## config.mk

```make
export PLATFORM = sky130hd
export DESIGN_NAME = seq_divider
export DESIGN_NICKNAME = d
export VERILOG_FILES = /design/src/rtl/seq_divider_pkg.sv /design/src/rtl/seq_divider_div_step.sv /design/src/rtl/seq_divider.sv
export SDC_FILE = /design/constraint.sdc
export NUM_CORES = 1
export LEC_CHECK = 0
export BUFFER_PORTS_ARGS = -buffer_cell sky130_fd_sc_hd__buf_2
export CORE_MARGIN = 5
export CORE_UTILIZATION = 55
export CTS_BUF_LIST = sky130_fd_sc_hd__clkbuf_16
export DETAILED_ROUTE_END_ITERATION = 8
export PLACE_DENSITY = 0.87
export REMOVE_ABC_BUFFERS = 1
export SETUP_SLACK_MARGIN = 0.02
export SLEW_MARGIN = 10
export SYNTH_ARGS = -nofsm -noshare
export SYNTH_HDL_FRONTEND = slang
export SYNTH_HIERARCHICAL = 1
export SYNTH_SLANG_ARGS = --single-unit
```

## constraint.sdc

```tcl
create_clock -name clk -period 4.4 [get_ports clk]
set_input_delay 0.88 -clock clk [delete_from_list [all_inputs] [get_ports clk]]
set_output_delay 0.88 -clock clk [all_outputs]
set_load 0.05 [all_outputs]
```

## src/rtl/seq_divider_pkg.sv

```systemverilog
// rtl/seq_divider_pkg.sv - shared types and constants for the sequential divider
package seq_divider_pkg;

   localparam int DATA_W = 32;
   localparam int CNT_W  = 6;

   // Counter value of the final restoring step
   localparam logic [CNT_W-1:0]  CNT_LAST     = 6'd31;
   // Quotient reported for a zero divisor
   localparam logic [DATA_W-1:0] DBZ_QUOTIENT = 32'hFFFF_FFFF;

   // 2'b11 is unused and treated as idle
   typedef enum logic [1:0] {
      ST_IDLE   = 2'b00,
      ST_DIVIDE = 2'b01,
      ST_DONE   = 2'b10
   } state_t;

   // Two's-complement negate when en is set, pass through otherwise
   function automatic logic [DATA_W-1:0] neg_if(input logic [DATA_W-1:0] v, input logic en);
      return en ? (~v + DATA_W'(1)) : v;
   endfunction

endpackage

```

## src/rtl/seq_divider_div_step.sv

```systemverilog
// rtl/seq_divider_div_step.sv - one combinational restoring-division step
module div_step
   import seq_divider_pkg::*;
(
   input  logic [DATA_W-1:0] rem_in,
   input  logic              q_msb,
   input  logic [DATA_W-1:0] dvsr,
   output logic [DATA_W-1:0] rem_out,
   output logic              q_bit
);

   logic [DATA_W:0]   shifted;
   logic [DATA_W+1:0] sum;
   logic              unused_top;

   // Full partial remainder is shifted so divisors above 2^31 stay exact;
   // subtract as add of the inverted divisor with carry-in 1, carry-out = no borrow
   always_comb begin
      shifted = {rem_in, q_msb};
      sum     = {1'b0, shifted} + {1'b0, ~{1'b0, dvsr}} + (DATA_W+2)'(1);
      q_bit   = sum[DATA_W+1];
      rem_out = q_bit ? sum[DATA_W-1:0] : shifted[DATA_W-1:0];
   end

   // Bit 32 of either candidate is zero whenever it is selected
   assign unused_top = &{1'b0, sum[DATA_W], shifted[DATA_W]};

endmodule

```

## src/rtl/seq_divider.sv

```systemverilog
// rtl/seq_divider.sv - 32-cycle radix-2 divider, signed operands when DIV_SIGNED_EN is defined
module seq_divider
   import seq_divider_pkg::*;
(
   input  logic              clk,
   input  logic              reset_n,
   input  logic              op_start,
   input  logic              op_clear,
   input  logic [DATA_W-1:0] dividend,
   input  logic [DATA_W-1:0] divisor,
   output logic              busy,
   output logic              op_done,
   output logic              div_by_zero,
   output logic [DATA_W-1:0] quotient,
   output logic [DATA_W-1:0] remainder
);

   state_t            state;
   state_t            state_nxt;
   logic [CNT_W-1:0]  cnt;
   logic [DATA_W-1:0] rem_r;
   logic [DATA_W-1:0] q_r;
   logic [DATA_W-1:0] dvsr_r;
   logic              neg_q;
   logic              neg_r;

   logic              in_idle;
   logic              div_zero;
   logic [DATA_W-1:0] dividend_mag;
   logic [DATA_W-1:0] divisor_mag;
   logic              start_neg_q;
   logic              start_neg_r;
   logic [DATA_W-1:0] step_rem;
   logic              step_qbit;
   logic [DATA_W-1:0] q_next;

   assign in_idle  = (state != ST_DIVIDE) && (state != ST_DONE);
   assign div_zero = (divisor == '0);

`ifdef DIV_SIGNED_EN
   // Magnitudes and result signs are fixed at the start edge
   always_comb begin
      dividend_mag = neg_if(dividend, dividend[DATA_W-1]);
      divisor_mag  = neg_if(divisor, divisor[DATA_W-1]);
      start_neg_q  = dividend[DATA_W-1] ^ divisor[DATA_W-1];
      start_neg_r  = dividend[DATA_W-1];
   end
`else
   // Unsigned operands are their own magnitudes; no sign correction
   always_comb begin
      dividend_mag = dividend;
      divisor_mag  = divisor;
      start_neg_q  = 1'b0;
      start_neg_r  = 1'b0;
   end
`endif

   div_step u_step (
      .rem_in  (rem_r),
      .q_msb   (q_r[DATA_W-1]),
      .dvsr    (dvsr_r),
      .rem_out (step_rem),
      .q_bit   (step_qbit)
   );

   assign q_next = {q_r[DATA_W-2:0], step_qbit};

   // State register
   always_ff @(posedge clk or negedge reset_n) begin
      if (!reset_n) begin
         state <= ST_IDLE;
      end else begin
         state <= state_nxt;
      end
   end

   // Next state and status decode; clear wins over start
   always_comb begin
      state_nxt = ST_IDLE;
      busy      = 1'b0;
      op_done   = 1'b0;
      if (in_idle) begin
         if (op_start && !op_clear) begin
            state_nxt = div_zero ? ST_DONE : ST_DIVIDE;
         end
      end else if (state == ST_DIVIDE) begin
         busy = 1'b1;
         if (op_clear) begin
            state_nxt = ST_IDLE;
         end else if (cnt == CNT_LAST) begin
            state_nxt = ST_DONE;
         end else begin
            state_nxt = ST_DIVIDE;
         end
      end else begin
         op_done   = 1'b1;
         state_nxt = op_clear ? ST_IDLE : ST_DONE;
      end
   end

   // Operand latch, iteration registers and result registers
   always_ff @(posedge clk or negedge reset_n) begin
      if (!reset_n) begin
         cnt         <= '0;
         rem_r       <= '0;
         q_r         <= '0;
         dvsr_r      <= '0;
         neg_q       <= 1'b0;
         neg_r       <= 1'b0;
         div_by_zero <= 1'b0;
         quotient    <= '0;
         remainder   <= '0;
      end else if (in_idle) begin
         if (op_start && !op_clear) begin
            if (div_zero) begin
               div_by_zero <= 1'b1;
               quotient    <= DBZ_QUOTIENT;
               remainder   <= dividend;
            end else begin
               cnt    <= '0;
               rem_r  <= '0;
               q_r    <= dividend_mag;
               dvsr_r <= divisor_mag;
               neg_q  <= start_neg_q;
               neg_r  <= start_neg_r;
            end
         end
      end else if (op_clear) begin
         cnt         <= '0;
         rem_r       <= '0;
         q_r         <= '0;
         dvsr_r      <= '0;
         neg_q       <= 1'b0;
         neg_r       <= 1'b0;
         div_by_zero <= 1'b0;
         quotient    <= '0;
         remainder   <= '0;
      end else if (state == ST_DIVIDE) begin
         rem_r <= step_rem;
         q_r   <= q_next;
         cnt   <= cnt + CNT_W'(1);
         if (cnt == CNT_LAST) begin
            quotient  <= neg_if(q_next, neg_q);
            remainder <= neg_if(step_rem, neg_r);
         end
      end
   end

endmodule

```

==> summary.txt <==
Final layout
  – Post-layout util: 0.6298
  – Syn-to-layout area delta: 13.43%
  – Fill cells: 1464
  – Nets@finish: 1283
  – # diodes: 0
  – Final Cell Area: 11240 sq um
  – Layout cells sized above 1: 0.1839
  – Non-Filler Instances: 1420

Die
  – Placeable Area: 17840 sq um
  – DIE HEIGHT: 144.2 um
  – Rows: 49
  – Die area: 20800 sq um
  – Initial Util: 0.5552
  – # IOs: 135
  – Die Width: 144.2 um

Synth
  – Register area share after synthesis: 0.4269
  – Synth Instances: 1085
  – Post-synth top flop: dfrtp_1
  – Post-synth ARST share: 1.000
  – Number of flops mapped to enable cells by yosys: 0
  – Synth warn: 6
  – Mapped Area: 9906 sq um
  – Library cells used by synthesis: 71
  – Synth Area per Inst: 9.130 sq um
  – Register bit count reported by yosys: 169

Detailed routing
  – Antenna viol nets, final: 0
  – Detailed Routing Iterations Pass 1: 6
  – Via Count: 8752
  – DR iter-0 viols: 644
  – Vias per std cell: 6.163
  – Total Wirelength: 26.47 mm
  – WL per Instance: 18.64 um
  – DRC: 0

Clock network
  – Max Buffers Root-to-Sink: 2
  – CTS buffer count: 17
  – CTS Root Cell: clkbuf_16
  – Clk sink count: 169
  – CTS resizes: 0
  – Clk Latency, worst-skew pair: 430 ps
  – TritonCTS clock tree: yes
  – Worst-path clk slew: 70 ps
  – Hold_buf cts: 0
  – Setup Buffers After CTS: 0
  – H-tree depth: 4

Timing
  – Tcrit/Tclk final: 0.7407
  – Rel. slew slack: 0.4027
  – Worst Tran Pin Value: 895.9 ps
  – Max Slew Vio Count: 0
  – Final hold violation count: 0
  – Minimum clock period: 3259 ps
  – RSZ-0062 raised after global routing: no
  – Final setup fails: 0
  – Max Fclk: 306.9 MHz
  – Clock Skews: 9.122 ps

Global route
  – Initial antenna violation count: 0
  – Largest net degree at the start of global routing: 94
  – Met3 usage: 0.04067
  – Most Used Layer, Global Route: met2
  – First-pass GRT wire length: 43.65 mm
  – Vias in the first global route: 8532
  – M2 GR Usage: 0.4054
  – Global route overflow: 0
  – Met1 usage in global routing: 0.3761
  – Overall routing resource usage: 0.2617

Setup path
  – Crit path arrival time: 3570 ps
  – R2R depth: 13
  – Worst Setup SP: q_r[31]
  – Startpoint Class: flip-flop
  – CP max FO: 3
  – Worst reg2reg path startpoint: q_r[31]
  – Worst r2r dst: remainder[28]
  – Worst Path Required: 4710 ps
  – Crit path capture type: flip-flop
  – Critical path type: flip-flop to flip-flop
  – Reg2reg setup slack: 1140 ps

Placement
  – Placed insts: 1388
  – Final Wtd Congestion: 0.9248
  – Port Buffers: 134
  – DP HPWL: 18.31 mm
  – Placed cell areas: 10670 sq um

Job
  – Max_cap viols: 0

Min path
  – Min-Delay Endpoint: remainder[3]
  – Hold Startpoint: remainder[3]
  – Hold path depth: 1
  – Min-delay worst type: flip-flop to flip-flop

Power
  – Power Density: 671.2 nW/um^2
  – VDD IR max: 0.3771 mV
  – Leak Pwr: 5.359 nW
  – Overall power: 7.541 mW

Run status
  – Status: finished clean
## flip-flops by register name (all words and copies together) (netlist names)
name / flops
q_r: 32
state: 2
rem_r: 32
remainder: 32
dvsr_r: 32
div_by_zero: 1
quotient: 32
cnt: 6
## through the flow
| step | setup TNS [ps] | setup slack (ps) | hold WS, ps |
|---|---|---|---|
| finish | 0 | 1141 | 480.8 |
| global route | 0 | 1001 | 493.8 |
| CTS | 0 | 1174 | 487.0 |
| detailed placement | 0 | 1105 | 470.6 |
| global placement | 0 | 1133 | 461.0 |
| floorplan | -203410 | -2149 | 463.6 |
## critical path, cell delays in order (launching register included)
cell and delay (ps):
dfrtp_1 400, inv_1 70, ha_1 170, inv_1 60
fa_1 410, a21o_1 260, a31oi_4 250, o21bai_1 180
and3_1 230, o41ai_2 320, xor2_1 180, o21ai_1 90
a22o_1 210, mux2_1 290
## synth_stat cells (4+ instances only)
library cell	count	area (sq um)
dfrtp_1	169	4229
nand2_1	125	469.2
nand3_1	103	515.5
o21ai_0	91	455.4
nor2_1	68	255.2
a22o_1	65	569.3
inv_1	46	172.7
clkbuf_1	45	168.9
a21oi_1	38	190.2
o21a_1	37	277.8
ha_1	36	450.4
a22oi_1	32	240.2
mux2_1	32	360.4
buf_2	21	105.1
o21ai_1	14	70.07
a21o_1	13	97.59
xnor2_1	13	113.9
a31oi_1	10	62.56
xor2_1	9	78.83
nor4_1	8	50.05
buf_6	7	78.83
nor3_1	7	35.03
and3_1	6	37.54
nand4_1	5	31.28
o211ai_1	5	37.54
o21bai_1	4	30.03
o31ai_1	4	30.03
or2_2	4	25.02
## where the power goes
part / switching [mW] / leakage (nW) / internal (mW)
Sequential: 0.348 / 2.17 / 2.09
Clock: 0.668 / 0.274 / 0.790
Combinational: 2.53 / 2.91 / 1.12
## cells by family (layout without fill, tap and decap cells)
kind of cell / after synthesis / in the layout / share of synthesized area
compound gates: 351 / 351 / 0.2488
xor+xnor: 22 / 22 / 0.01945
fa+ha+maj: 37 / 37 / 0.04749
buf+inv: 125 / 231 / 0.05646
flops: 169 / 169 / 0.4269
mux: 36 / 36 / 0.04168
simple gates: 345 / 345 / 0.1592
## layer usage
layer,share of wire,wire length [um],up-vias
met5,0,0,-
li1,-,-,4110
met4,0.023,597,0
met3,0.064,1683,47
met1,0.46,12080,4281
met2,0.46,12100,314
## area by class of cell
class / instances / area (sq um) / share of cell area
Sequential cell: 169 / 4229 / 0.3764
Timing Repair Buffer: 151 / 829.5 / 0.07383
Tap cell: 229 / 286.5 / 0.02550
Clock buffer: 17 / 425.4 / 0.03786
Multi-Input combinational cell: 791 / 5145 / 0.4579
Clock inverter: 15 / 140.1 / 0.01247
Inverter: 48 / 180.2 / 0.01604
## how the worst max path moves through the flow
stage                    endpoint  slack, ps  cells past startpoint
floorplan            remainder[0]      -2150                      6
global placement    remainder[14]       1130                      7
detailed placement  remainder[16]       1100                      7
CTS                 remainder[28]       1170                     13
global route        remainder[28]       1000                     13
finish              remainder[28]       1140                     13
## layout by cell type, fill, tap and decap left out, types with 4 or more instances in the layout
cell	count
buf_4	15
a22oi_1	32
nand3_1	103
a22o_1	65
a31oi_1	10
o21bai_1	4
or2_2	4
nor2_1	66
o21ai_1	14
a21o_1	13
dfrtp_1	169
inv_6	5
a21oi_2	4
buf_2	133
o31ai_1	4
inv_1	46
o211ai_1	5
and3_1	6
nor3_1	7
clkbuf_16	17
mux2_1	32
o21a_1	36
xor2_1	9
o21ai_0	91
nor4_1	8
nand2_1	125
ha_1	35
nand4_1	5
xnor2_1	13
a21oi_1	37
Power figures use the tool's default switching activity.
